<file path="src/rtl/bcd_stopwatch_pkg.sv">
`default_nettype none
// ============================================================================
//  Module      : stopwatch_pkg
//  Description : Shared types and constants for the two-digit BCD stopwatch:
//                FSM state encoding, BCD limit, blank code and digit-select
//                encodings.
//  Revision    : 1.0  initial release
// ============================================================================
package stopwatch_pkg;

    typedef enum logic [1:0] {
        IDLE  = 2'd0,
        RUN   = 2'd1,
        PAUSE = 2'd2
    } state_e;

    localparam logic [3:0] BCD_MAX     = 4'd9;
    localparam logic [3:0] DIGIT_BLANK = 4'hF;
    localparam logic       SEL_ONES    = 1'b0;
    localparam logic       SEL_TENS    = 1'b1;

endpackage : stopwatch_pkg
`default_nettype wire

</file>
<file path="src/rtl/bcd_stopwatch_if.sv">
`default_nettype none
// ============================================================================
//  Module      : bcd_stopwatch_if
//  Description : Control/display bundle of the stopwatch.
//                ena, btn_start, btn_clear : toward the stopwatch
//                digit_out[3:0], digit_sel, running, wrap : from the stopwatch
//                slave modport = stopwatch side, master modport = driver side.
//  Revision    : 1.0  initial release
// ============================================================================
interface bcd_stopwatch_if;
    logic       ena;
    logic       btn_start;
    logic       btn_clear;
    logic [3:0] digit_out;
    logic       digit_sel;
    logic       running;
    logic       wrap;

    modport slave (
        input  ena,
        input  btn_start,
        input  btn_clear,
        output digit_out,
        output digit_sel,
        output running,
        output wrap
    );

    modport master (
        output ena,
        output btn_start,
        output btn_clear,
        input  digit_out,
        input  digit_sel,
        input  running,
        input  wrap
    );
endinterface : bcd_stopwatch_if
`default_nettype wire

</file>
<file path="src/rtl/bcd_stopwatch_btn_sync_edge.sv">
`default_nettype none
// ============================================================================
//  Module      : btn_sync_edge
//  Description : Two-flop synchronizer followed by a rising-edge detector.
//                Produces a single-cycle pulse per button press.
//                clk, rst_n : clock, asynchronous active-low reset
//                ena        : pulse qualifier (synchronizer keeps running)
//                async_in   : raw button input
//                pulse      : one-cycle pulse on a synchronized rising edge
//  Revision    : 1.0  initial release
// ============================================================================
module btn_sync_edge (
    input  wire  clk,
    input  wire  rst_n,
    input  wire  ena,
    input  wire  async_in,
    output logic pulse
);

    logic sync1_q;
    logic sync2_q;
    logic prev_q;

    // The flops always advance, even with ena low, so a press that lands
    // while disabled is consumed and not replayed once ena returns.
    always_ff @(posedge clk or negedge rst_n) begin
        if (!rst_n) begin
            sync1_q <= 1'b0;
            sync2_q <= 1'b0;
            prev_q  <= 1'b0;
        end else begin
            sync1_q <= async_in;
            sync2_q <= sync1_q;
            prev_q  <= sync2_q;
        end
    end

    // Combinational pulse so the consumer acts on the third edge after the
    // input is first sampled high.
    assign pulse = ena & sync2_q & ~prev_q;

endmodule : btn_sync_edge
`default_nettype wire

</file>
<file path="src/rtl/bcd_stopwatch.sv">
`default_nettype none
// ============================================================================
//  Module      : bcd_stopwatch
//  Description : Two-digit BCD stopwatch (00-99) with start/stop and clear
//                buttons, tick prescaler and time-multiplexed digit output
//                with optional leading-zero blanking.
//                clk   : system clock
//                rst_n : asynchronous active-low reset
//                sw    : control/display bundle (slave side)
//  Revision    : 1.0  initial release
// ============================================================================
module bcd_stopwatch
    import stopwatch_pkg::*;
#(
    parameter int TICK_DIV = 1000000,
    parameter int MUX_DIV  = 1000,
    parameter int BLANK_LZ = 1
) (
    input  wire             clk,
    input  wire             rst_n,
    bcd_stopwatch_if.slave  sw
);

    localparam int PW = (TICK_DIV > 1) ? $clog2(TICK_DIV) : 1;
    localparam int MW = (MUX_DIV  > 1) ? $clog2(MUX_DIV)  : 1;
    localparam logic [PW-1:0] PRESC_LAST = PW'(TICK_DIV - 1);
    localparam logic [MW-1:0] MUX_LAST   = MW'(MUX_DIV - 1);

    logic          start_pulse;
    logic          clear_pulse;

    state_e        state_q, state_d;
    logic [3:0]    ones_q,  ones_d;
    logic [3:0]    tens_q,  tens_d;
    logic [PW-1:0] presc_q, presc_d;
    logic [MW-1:0] mux_q,   mux_d;
    logic          sel_q,   sel_d;
    logic          wrap_q,  wrap_d;

    btn_sync_edge u_start (
        .clk      (clk),
        .rst_n    (rst_n),
        .ena      (sw.ena),
        .async_in (sw.btn_start),
        .pulse    (start_pulse)
    );

    btn_sync_edge u_clear (
        .clk      (clk),
        .rst_n    (rst_n),
        .ena      (sw.ena),
        .async_in (sw.btn_clear),
        .pulse    (clear_pulse)
    );

    always_ff @(posedge clk or negedge rst_n) begin
        if (!rst_n) begin
            state_q <= IDLE;
            ones_q  <= 4'd0;
            tens_q  <= 4'd0;
            presc_q <= '0;
            mux_q   <= '0;
            sel_q   <= SEL_ONES;
            wrap_q  <= 1'b0;
        end else begin
            state_q <= state_d;
            ones_q  <= ones_d;
            tens_q  <= tens_d;
            presc_q <= presc_d;
            mux_q   <= mux_d;
            sel_q   <= sel_d;
            wrap_q  <= wrap_d;
        end
    end

    always_comb begin
        state_d = state_q;
        ones_d  = ones_q;
        tens_d  = tens_q;
        presc_d = presc_q;
        mux_d   = mux_q;
        sel_d   = sel_q;
        wrap_d  = 1'b0;

        if (sw.ena) begin
            // Display slot timer runs in every state.
            if (mux_q == MUX_LAST) begin
                mux_d = '0;
                sel_d = ~sel_q;
            end else begin
                mux_d = mux_q + 1'b1;
            end

            if (clear_pulse) begin
                // Clear overrides any tick or start in the same cycle.
                state_d = IDLE;
                ones_d  = 4'd0;
                tens_d  = 4'd0;
                presc_d = '0;
            end else begin
                // Prescaler only advances in RUN; PAUSE keeps the partial
                // interval so a resume completes it.
                if (state_q == RUN) begin
                    if (presc_q == PRESC_LAST) begin
                        presc_d = '0;
                        if (ones_q == BCD_MAX) begin
                            ones_d = 4'd0;
                            if (tens_q == BCD_MAX) begin
                                tens_d = 4'd0;
                                wrap_d = 1'b1;
                            end else begin
                                tens_d = tens_q + 4'd1;
                            end
                        end else begin
                            ones_d = ones_q + 4'd1;
                        end
                    end else begin
                        presc_d = presc_q + 1'b1;
                    end
                end

                if (start_pulse) begin
                    case (state_q)
                        IDLE:    state_d = RUN;
                        RUN:     state_d = PAUSE;
                        PAUSE:   state_d = RUN;
                        default: state_d = IDLE;
                    endcase
                end
            end
        end
    end

    always_comb begin
        sw.digit_out = ones_q;
        if (sel_q == SEL_TENS) begin
            if ((BLANK_LZ != 0) && (tens_q == 4'd0)) begin
                sw.digit_out = DIGIT_BLANK;
            end else begin
                sw.digit_out = tens_q;
            end
        end
    end

    assign sw.digit_sel = sel_q;
    assign sw.running   = (state_q == RUN);
    assign sw.wrap      = wrap_q;

endmodule : bcd_stopwatch
`default_nettype wire

</file>
<file path="src/flat_wrapper.sv">
// flat-port wrapper written by rule: the top's interface ports become plain ports
module bcd_stopwatch_flat import stopwatch_pkg::*;
#(
    parameter int TICK_DIV = 1000000,
    parameter int MUX_DIV  = 1000,
    parameter int BLANK_LZ = 1
)
  (clk, rst_n, sw_ena, sw_btn_start, sw_btn_clear, sw_digit_out, sw_digit_sel, sw_running, sw_wrap);
  bcd_stopwatch_if sw_i ();
  input  wire clk;
  input  wire rst_n;
  input wire logic [$bits(sw_i.ena)-1:0] sw_ena;
  input wire logic [$bits(sw_i.btn_start)-1:0] sw_btn_start;
  input wire logic [$bits(sw_i.btn_clear)-1:0] sw_btn_clear;
  output wire logic [$bits(sw_i.digit_out)-1:0] sw_digit_out;
  output wire logic [$bits(sw_i.digit_sel)-1:0] sw_digit_sel;
  output wire logic [$bits(sw_i.running)-1:0] sw_running;
  output wire logic [$bits(sw_i.wrap)-1:0] sw_wrap;
  assign sw_i.ena = sw_ena;
  assign sw_i.btn_start = sw_btn_start;
  assign sw_i.btn_clear = sw_btn_clear;
  assign sw_digit_out = sw_i.digit_out;
  assign sw_digit_sel = sw_i.digit_sel;
  assign sw_running = sw_i.running;
  assign sw_wrap = sw_i.wrap;
  bcd_stopwatch #(.TICK_DIV(TICK_DIV), .MUX_DIV(MUX_DIV), .BLANK_LZ(BLANK_LZ)) u_core (.clk(clk), .rst_n(rst_n), .sw(sw_i));
endmodule
</file>
<file path="config.mk">
export PLATFORM = sky130hd
export DESIGN_NAME = bcd_stopwatch_flat
export DESIGN_NICKNAME = d
export VERILOG_FILES = /design/src/rtl/bcd_stopwatch_pkg.sv /design/src/rtl/bcd_stopwatch_if.sv /design/src/rtl/bcd_stopwatch_btn_sync_edge.sv /design/src/rtl/bcd_stopwatch.sv /design/src/flat_wrapper.sv
export SDC_FILE = /design/constraint.sdc
export NUM_CORES = 1
export LEC_CHECK = 0
export CAP_MARGIN = 25
export CORE_MARGIN = 5
export CORE_UTILIZATION = 30
export CTS_CLUSTER_SIZE = 12
export DETAILED_ROUTE_END_ITERATION = 10
export PLACE_DENSITY = 0.51
export SYNTH_ARGS = -nofsm -noshare
export SYNTH_HDL_FRONTEND = slang
export SYNTH_SLANG_ARGS = --single-unit
</file>
<file path="constraint.sdc">
create_clock -name clk -period 1.8 [get_ports clk]
set_input_delay 0.45 -clock clk [delete_from_list [all_inputs] [get_ports clk]]
set_output_delay 0.45 -clock clk [all_outputs]
set_load 0.005 [all_outputs]
</file>
==> results.yml <==
route:
  initialDrtViolationCount: 72
  routed.top_layer: "met4"
  first_pass_iters: 4
  antenna_left: 0
  wl_met1_um: 2990
  post-route-drc-count: 0
  vias: 2264
  wl_met3_um: 144
  wl_met2_um: 2927
  wl_um: 6163
  vias_per_cell: 5.229
  wl_per_cell_um: 14.23
critical_path:
  cp_slowest_stage_delay_ns: 0.37
  cp_cell_sequence: "inv_2 > ha_4 > and3_4 > o21ai_2 > o21ai_1 > buf_2"
  crit_end: "sw_digit_out[1]"
  regToRegStartpoint: "u_core.state_q[1]"
  cp.depth: 6
  worstPathRequired_ns: 1.35
  critPathSlowestCell: "dfrtp_1"
  startpoint: "u_core.tens_q[0]"
  crit_path_end_kind: "output pin"
  cp.arrival_ns: 1.39
  path_class: "reg2out"
  critPathTopFamily: "flip-flops"
  critPathMaxFanout: 2
  path_buf_inv: 2
  r2r_cells: 5
  reg2reg_slack_ns: 0.07
  critical_path.startpoint_type: "flop"
  r2r_end: "u_core.presc_q[9]"
final_layout:
  nNetsFinal: 336
  antenna_cells: 0
  final_core_util_pct: 39.24
  area_delta_synth_final_pct: 27.91
  drive_above_1_share_pct: 31.08
logic_synthesis:
  syn_area_um2: 2663
  async_flop_share_pct: 100.0
  synth_seq_cells: 48
  synth_edf_count: 0
  synth_fa_ha_area_share_pct: 3.289
  ys.flop_type: "dfrtp_1"
  netlist_instances: 265
  synthMuxAreaShare_pct: 3.102
  synth-xor-area-share_pct: 4.605
  synth_compound_area_share_pct: 13.72
  synth.avg_cell_area_um2: 10.05
  synth-simple-area-share_pct: 26.69
  ys.warnings.count: 0
  ys_types: 49
  ys_seq_area_share_pct: 45.11
  synth_top_family_by_area: "simple AND/OR/NAND/NOR gates"
  synth_nets: 277
timing:
  period_needed_ns: 1.841
  setup_tns_ns: -0.08033
  rsz0062_at_grt: "yes"
  fmax_mhz: 543.2
  report.final.slew_viol_count: 0
  worstMarginPinSlew_ns: 0.5176
  setup_violations: 3
  final-hold-violation-count: 0
  layout_setup_ws_ns: -0.04091
  fin_crit_sh_pct: 102.3
  skew_ns: 0.006012
  relSlewSlack_pct: 65.34
global_routing:
  grt_pass1_wl_um: 10450
  grt_usage_pct: 11.40
  grt_antenna_before_repair: 0
  grt_max_degree: 49
  grt_pass1_vias: 2251
  overflow: 0
floorplanning:
  coreArea_um2: 8678
  core.rowCount: 34
  die_h_um: 104.2
  die_w_um: 104.2
  io-pin-count: 12
  start_util_pct: 30.68
  dieArea_um2: 10860
clocking:
  clock_latency_ns: 0.30
  cts_buffer_depth: 2
  cts_tree: "yes"
  cts_buffers: 5
  cts_sinks: 48
  htreeDepth: 2
  clk_pin_slew_worst_paths_ns: 0.09
  cts_root_buf: "clkbuf_8"
run_status:
  violations: "setup timing"
  status: "finished, violations left"
pwr:
  leakage_nw: 1.484
  powerDensity_nw_per_um2: 955.3
  ir_drop_v: 0.0004323
  finalPower_mw: 3.253
place:
  dp_slack_ns: -0.3471
  hpwl_um: 4285
  place.gp.congestion: 0.7995
  numPortBuffers: 11
worst_hold_path:
  min_path_type: "in2async"
flow_run:
  maxCapViolations: 0
placed cells by master (no fill, tap or decap), drive strengths merged, types with 3 or more instances in the layout:
cell type	synthesis	layout
nand2	13	13
nand3b	4	4
and3	8	8
o21ai	8	8
a21oi	19	19
and2	8	8
o2111ai	5	6
dfrtp	48	48
mux2i	3	3
and4	5	5
nand3	13	13
buf	5	56
or4	9	9
nor4	4	4
clkdlybuf4s50	0	4
inv	8	8
nor2	21	21
nor2b	3	3
or3	5	5
ha	7	7
o211ai	3	3
mux2	4	4
clkbuf	6	6
nand4	10	10
and4bb	4	4
o31ai	10	10
and3b	3	3
xor2	12	12
synthesized netlist by cell type (3+ instances only):
master     number  share of area (%)
nor2b_1         3               0.70
and3_1          7                1.6
and4_1          5                1.6
nor2_1         21                3.0
nand4_1         9                2.1
o21ai_0         7                1.3
inv_1           8                1.1
and4bb_2        4                1.9
and2_1          8                1.9
or3_1           5                1.2
clkbuf_1        6               0.85
nand2_1        13                1.8
ha_1            7                3.3
dfrtp_1        48                 45
xor2_1         12                3.9
mux2i_1         3                1.1
nand3b_1        4                1.1
nor4_1          3               0.70
or4_1           9                2.5
o211ai_1        3               0.85
o31ai_1         9                2.5
and3b_1         3               0.99
nand3_1        13                2.4
a21oi_1        19                3.6
o2111ai_1       4                1.3
through the flow:
stage | hold WS, ns | instance area, um^2 | cells
after floorplan | 0.1544 | 2663 | 265
after global placement | 0.3341 | 3131 | 410
after detailed placement | 0.3347 | 3131 | 410
after CTS | 0.1261 | 3289 | 423
after global routing | 0.1436 | 3406 | 433
final | 0.1159 | 3406 | 433
worst min-delay path by stage:
stage | to | slack (ns) | depth (start not counted)
floorplan | u_core.mux_q[0] | 0.15 | 0
global placement | u_core.u_clear.sync2_q | 0.33 | 0
detailed placement | u_core.u_start.sync2_q | 0.33 | 0
CTS | u_core.presc_q[11] | 0.13 | 2
global route | u_core.presc_q[9] | 0.14 | 2
finish | u_core.presc_q[12] | 0.12 | 2
worst reg2reg max path, stage by stage (launching register included):
cell	delay, ns
dfrtp_1	0.39
and2b_4	0.33
o211ai_1	0.25
buf_4	0.24
or3_4	0.36
a21oi_2	0.11
registers in the layout (all words and copies together) (netlist names):
signal	cells
u_core.u_start.prev_q	1
u_core.u_clear.sync1_q	1
u_core.u_start.sync1_q	1
u_core.presc_q	20
u_core.sw.wrap	1
u_core.u_clear.sync2_q	1
u_core.tens_q	4
u_core.mux_q	10
u_core.u_start.sync2_q	1
u_core.state_q	2
u_core.ones_q	4
u_core.u_clear.prev_q	1
u_core.sw.digit_sel	1
timing repair:
| action | 4_1_cts | 5_1_grt |
|---|---|---|
| hold buffers | 0 | 0 |
| resized for setup | 33 | 13 |
| endpoints found under the setup margin | 12 | 27 |
| pin swaps | 7 | 10 |
| setup buffers | 5 | 10 |
| cloned | 0 | 1 |
kinds of logic (layout without fill, tap and decap cells):
| logic type | count (synthesis) | in the layout |
|---|---|---|
| buf+inv | 19 | 78 |
| simple gates | 117 | 117 |
| mux | 7 | 7 |
| xor+xnor | 14 | 14 |
| compound gates | 53 | 54 |
| flops | 48 | 48 |
| fa+ha+maj | 7 | 7 |
routing by layer:
layer | GRT usage [%] | up-vias
met3 | 2.173 | 8
met2 | 18.81 | 28
met4 | 4.255 | 0
met1 | 14.79 | 1119
met5 | 0 | -
li1 | - | 1109
power by group:
group	switching (mW)	leakage (nW)	total, mW	internal (mW)
clock network	0.391	0.0434	0.703	0.312
registers	0.175	0.615	1.43	1.25
logic	0.518	0.825	1.12	0.606
total	1.08	1.48	3.25	2.17
layout make-up:
class,instances,area (um^2)
clock inverter,2,15.01
sequential,48,1205
clock buffer,6,82.58
inverter,8,30.03
tap,108,135.1
fill,888,5273
multi-input combinational,199,1456
timing repair buffer,62,481.7
(Power assumes the default switching activity.)
==> patch 1: new RTL, same settings <==
`MUX_DIV` is set to 1000 in 2 places; all go to 250.
--- a/src/rtl/bcd_stopwatch.sv
+++ b/src/rtl/bcd_stopwatch.sv
@@ -13,7 +13,7 @@
     import stopwatch_pkg::*;
 #(
     parameter int TICK_DIV = 1000000,
-    parameter int MUX_DIV  = 1000,
+    parameter int MUX_DIV  = 250,
     parameter int BLANK_LZ = 1
 ) (
     input  wire             clk,
--- a/src/flat_wrapper.sv
+++ b/src/flat_wrapper.sv
@@ -2,7 +2,7 @@
 module bcd_stopwatch_flat import stopwatch_pkg::*;
 #(
     parameter int TICK_DIV = 1000000,
-    parameter int MUX_DIV  = 1000,
+    parameter int MUX_DIV  = 250,
     parameter int BLANK_LZ = 1
 )
   (clk, rst_n, sw_ena, sw_btn_start, sw_btn_clear, sw_digit_out, sw_digit_sel, sw_running, sw_wrap);
Formal check against the unedited RTL: same outputs for any inputs over 10 cycles, from zero or initial values and one cycle with rst_n low; that may be too few to reach the edited logic, so the function may still have changed.
==> patch 1 against the unedited design <==
The run still ends with setup timing left; area after synthesis down 5.2%; worst setup slack worse by 89 ps; total power decreased by 16%; wire length is 3.2% lower; critical path type is now reg -> reg; final area grew 5.1%; sequential cell count is 2 lower; global-route usage rose by 1.0 points; via count decreased by 3.9%; register-to-register slack got worse by 200 ps.
==> patch 1: results (changes against the unedited design) <==
Status
  • Status: finished with violations (unchanged)
  • Violated checks: setup timing (unchanged)

Critical path
  • Critical path arrival: 2120 ps (was 1390 ps)
  • Worst r2r path cells: 7 (was 5)
  • Critical register-to-register path startpoint: u_core.presc_q[7]$_DFFE_PN0P_ (was u_core.state_q[1]$_DFFE_PN0P_)
  • Worst r2r dst: u_core.presc_q[4]$_DFFE_PN0P_ (was u_core.presc_q[9]$_DFFE_PN0P_)

Power and ir drop
  • Worst VDD drop: 0.3648 mV (was 0.4323 mV)
  • Lkg Pwr: 1.517 nW (was 1.484 nW)

Synth
  • Commonest cells in the netlist: dfrtp_1, nor2_1, a21oi_1, nand2_1, inv_1 (was dfrtp_1, nor2_1, a21oi_1, nand2_1, nand3_1)
  • Mux contribution to synthesized area: 0.008924 (was 0.03102)
  • Mapped Nets: 276 (was 277)
  • Xor and xnor area share after synthesis: 0.04859 (was 0.04605)
  • Sequential element share of the synthesized area: 0.4561 (was 0.4511)
  • Syn avg cell area: 9.596 um2 (was 10.05 um2)
  • Adder-Cell Fraction of Synth Area: 0.03966 (was 0.03289)
  • Synth area leaders: dfrtp_1, a21oi_1, ha_1 (was dfrtp_1, xor2_1, a21oi_1)

Detailed routing
  • Met2 wire length: 2621 um (was 2927 um)
  • Metal-1 WL: 3099 um (was 2990 um)
  • Wire length per cell: 13.20 um (was 14.23 um)
  • Via-to-Cell Ratio: 4.814 (was 5.229)

Global routing
  • First-pass GRT wire length: 10220 um (was 10450 um)
  • Total track usage: 0.1244 (was 0.1140)

Timing
  • Hold Slack: 117.0 ps (was 115.9 ps)
  • Final setup viols: 27 (was 3)
  • Final worst slack: -129.8 ps (was -40.91 ps)
[patch 1: through the flow]
step                instance area [um2]    util  setup slack (ps)
floorplan                          2555       -            -27.38
global placement                   3198  0.3892            -518.8
detailed placement                 3198  0.3892            -560.0
CTS                                3493  0.4252            -155.5
global route                       3578  0.4355            -194.0
finish                             3578  0.4355            -129.8
[patch 1: layout make-up]
cell class                 count  share of cell area
clock buffer                   7             0.02133
inverter                      15             0.01573
multi-input combinational    192              0.3958
sequential                    46              0.3220
tap                          105             0.03671
timing repair buffer          87              0.2084
[patch 1: routing by layer]
layer	vias to the layer above	GRT usage
met3	6	0.02410
met4	0	0.04192
li1	1124	-
met2	24	0.1916
met1	1022	0.1748
met5	-	0
[patch 1: repair_timing]
action,CTS,global route
hold buffers,0,0
buffers inserted,8,1
pin swaps,10,5
resized for setup,55,13
gates cloned,3,1
hold endpoints to repair,0,0
setup endpoints to repair,33,31
[patch 1: worst max path at each step]
stage / from / endpoint / slack [ps] / cells past startpoint
after detailed placement: sw_ena / u_core.presc_q[12]$_DFFE_PN0P_ / -560 / 5
after global placement: sw_ena / u_core.presc_q[18]$_DFFE_PN0P_ / -520 / 5
after global routing: u_core.presc_q[6]$_DFFE_PN0P_ / u_core.presc_q[16]$_DFFE_PN0P_ / -190 / 7
after floorplan: u_core.presc_q[7]$_DFFE_PN0P_ / u_core.ones_q[0]$_DFFE_PN0P_ / -30 / 4
after CTS: u_core.presc_q[7]$_DFFE_PN0P_ / u_core.presc_q[18]$_DFFE_PN0P_ / -160 / 7
final: u_core.presc_q[7]$_DFFE_PN0P_ / u_core.presc_q[4]$_DFFE_PN0P_ / -130 / 7
[patch 1: logic make-up (layout without fill, tap and decap cells)]
| logic type | after synthesis | in the layout |
|---|---|---|
| AO/OA/AOI/OAI | 59 | 60 |
| XOR/XNOR | 14 | 14 |
| adder cells (fa/ha/maj) | 8 | 8 |
| buffers and inverters | 26 | 109 |
| flip-flops | 46 | 46 |
| multiplexers | 2 | 2 |
| AND/OR/NAND/NOR | 108 | 108 |
[patch 1: power by group]
| part | internal (mW) | switching [mW] | total [mW] |
|---|---|---|---|
| sequential | 1.18 | 0.157 | 1.34 |
| clock | 0.268 | 0.337 | 0.605 |
| combinational | 0.415 | 0.368 | 0.783 |
| total | 1.87 | 0.862 | 2.73 |
==> patch 2: new RTL, config.mk and constraints unchanged <==
Without the edit above. Re-encode `state_e` (3 states) as one-hot, 3 bits wide.
--- a/src/rtl/bcd_stopwatch_pkg.sv
+++ b/src/rtl/bcd_stopwatch_pkg.sv
@@ -8,10 +8,10 @@
 // ============================================================================
 package stopwatch_pkg;
 
-    typedef enum logic [1:0] {
-        IDLE  = 2'd0,
-        RUN   = 2'd1,
-        PAUSE = 2'd2
+    typedef enum logic [2:0] {
+        IDLE  = 3'b001,
+        RUN   = 3'b010,
+        PAUSE = 3'b100
     } state_e;
 
     localparam logic [3:0] BCD_MAX     = 4'd9;
Check against the original RTL: no difference found for any inputs over 10 cycles, from zero or initial values and one cycle with rst_n low; not proved beyond that.
==> patch 2 against the unedited design <==
The run still ends with setup timing left; wire length increased by 1.4%; cell count increased by 9.2%; sequential cell count up 1; non-clock buffer count rose by 33; final area increased by 13%; worst setup slack got worse by 320 ps; area after synthesis down 4.2%; critical endpoint is now u_core.tens_q[2]$_DFFE_PN0P_.
Power is not compared: it rests on default switching activity, and its combinational part moved more than twofold at a synthesized area within 25%.
==> patch 2: results (changes against the unedited design) <==
Synth
  • FFs w/ async S/R, synth: 1.000 (unchanged)
  • Distinct cell type count after synthesis: 44 (was 49)
  • Xor and xnor area share after synthesis: 0.07213 (was 0.04605)
  • Post-synthesis compound-gate area fraction: 0.1030 (was 0.1372)
  • Adder-Cell Fraction of Synth Area: 0.03435 (was 0.03289)
  • Mux contribution to synthesized area: 0.008342 (was 0.03102)
  • Main synth FF type: dfrtp_1 (unchanged)
  • Mapped Nets: 282 (was 277)
  • Commonest cells in the netlist: dfrtp_1, nor2_1, nand2_1, a21oi_1, inv_1 (was dfrtp_1, nor2_1, a21oi_1, nand2_1, nand3_1)
  • Sequential element share of the synthesized area: 0.4814 (was 0.4511)
  • Synth area leaders: dfrtp_1, nor2_1, xnor2_1 (was dfrtp_1, xor2_1, a21oi_1)

Critical path
  • Worst-path fanout max: 8 (was 2)
  • Critical path arrival: 2400 ps (was 1390 ps)
  • Worst r2r path cells: 6 (was 5)
  • Worst r2r dst: u_core.tens_q[2]$_DFFE_PN0P_ (was u_core.presc_q[9]$_DFFE_PN0P_)
  • CP Capture Type: flip-flop (was output pin)
  • Critical register-to-register path startpoint: u_core.presc_q[11]$_DFFE_PN0P_ (was u_core.state_q[1]$_DFFE_PN0P_)

Finish
  • Register area: 1229 um2 (was 1205 um2)
  • Fraction of area in multi-input gates: 0.3988 (was 0.4276)
  • FFs & Latches: 49 (was 48)
  • Multi-input gates: 202 (was 199)
  • Layout fillers: 806 (was 888)
  • Signal buffers: 95 (was 62)
  • Signal inverters: 14 (was 8)
  • Clock-cell share of area: 0.03569 (was 0.02866)
  • Layout cells sized above 1: 0.4130 (was 0.3108)
  • Final nets: 379 (was 336)
  • Fraction of cell area in non-clock buffers: 0.1992 (was 0.1414)

Clocking
  • Post-CTS sizing: 67 (was 33)
  • Post-CTS Setup Bufs: 12 (was 5)
  • Clock root cell: clkbuf_8 (unchanged)
  • Clock buffer depth: 2 (unchanged)

Detailed routing
  • Wire length per cell: 13.21 um (was 14.23 um)
  • Via-to-Cell Ratio: 4.858 (was 5.229)
  • DRT Pass-1 Iters: 4 (unchanged)
  • Initial DRC count: 78 (was 72)

Global routing
  • Total track usage: 0.1299 (was 0.1140)
  • First-pass GRT wire length: 10470 um (was 10450 um)
  • Initial antenna violation count: 0 (unchanged)
  • Vias in the first global route: 2234 (was 2251)
  • Largest net degree at the start of global routing: 26 (was 49)

Status
  • Status: finished with violations (unchanged)
  • Violated checks: setup timing (unchanged)

Floorplan
  • Die width: 102.2 um (was 104.2 um)

Placement
  • GP Congestion: 0.8672 (was 0.7995)
  • DP Area: 3288 um2 (was 3131 um2)
  • Dpl hpwl: 4272 um (was 4285 um)

Timing
  • Final worst slack: -362.6 ps (was -40.91 ps)
  • Final setup viols: 28 (was 3)
  • Layout Skew: 9.262 ps (was 6.012 ps)
  • Max-slew headroom: 0.6125 (was 0.6534)

Power and ir drop
  • Lkg Pwr: 1.674 nW
==> patch 2: cell count changes after synthesis, moves of 8 or more <==
cell     delta
nand2_1    +14
nor2_1     +12
xnor2_1    +11
nor3_1      +9
o31ai_1     -8
==> patch 2: per-stage QoR <==
stage	worst slack [ps]	TNS [ps]	instances	utilization	hold slack, ps
CTS	-306.9	-4352	467	0.4482	140.3
finish	-362.6	-5801	473	0.4670	127.3
detailed placement	-601.3	-13850	446	0.3982	334.7
global route	-461.4	-8118	473	0.4670	155.6
floorplan	-159.3	-1120	270	-	154.4
global placement	-547.9	-12270	446	0.3982	332.4
==> patch 2: layer usage <==
layer	global-route usage	wire [um]	vias up
li1	-	-	1145
met5	0	0	-
met3	0.02730	214	9
met1	0.1652	2757	1103
met4	0.05247	121	0
met2	0.2154	3156	41
==> patch 2: critical path: stages, from the launching register on <==
cell	delay (ps)
dfrtp_1	400
or4b_4	560
nor4_4	260
buf_4	190
nand4_4	110
or4_4	440
a21oi_2	140
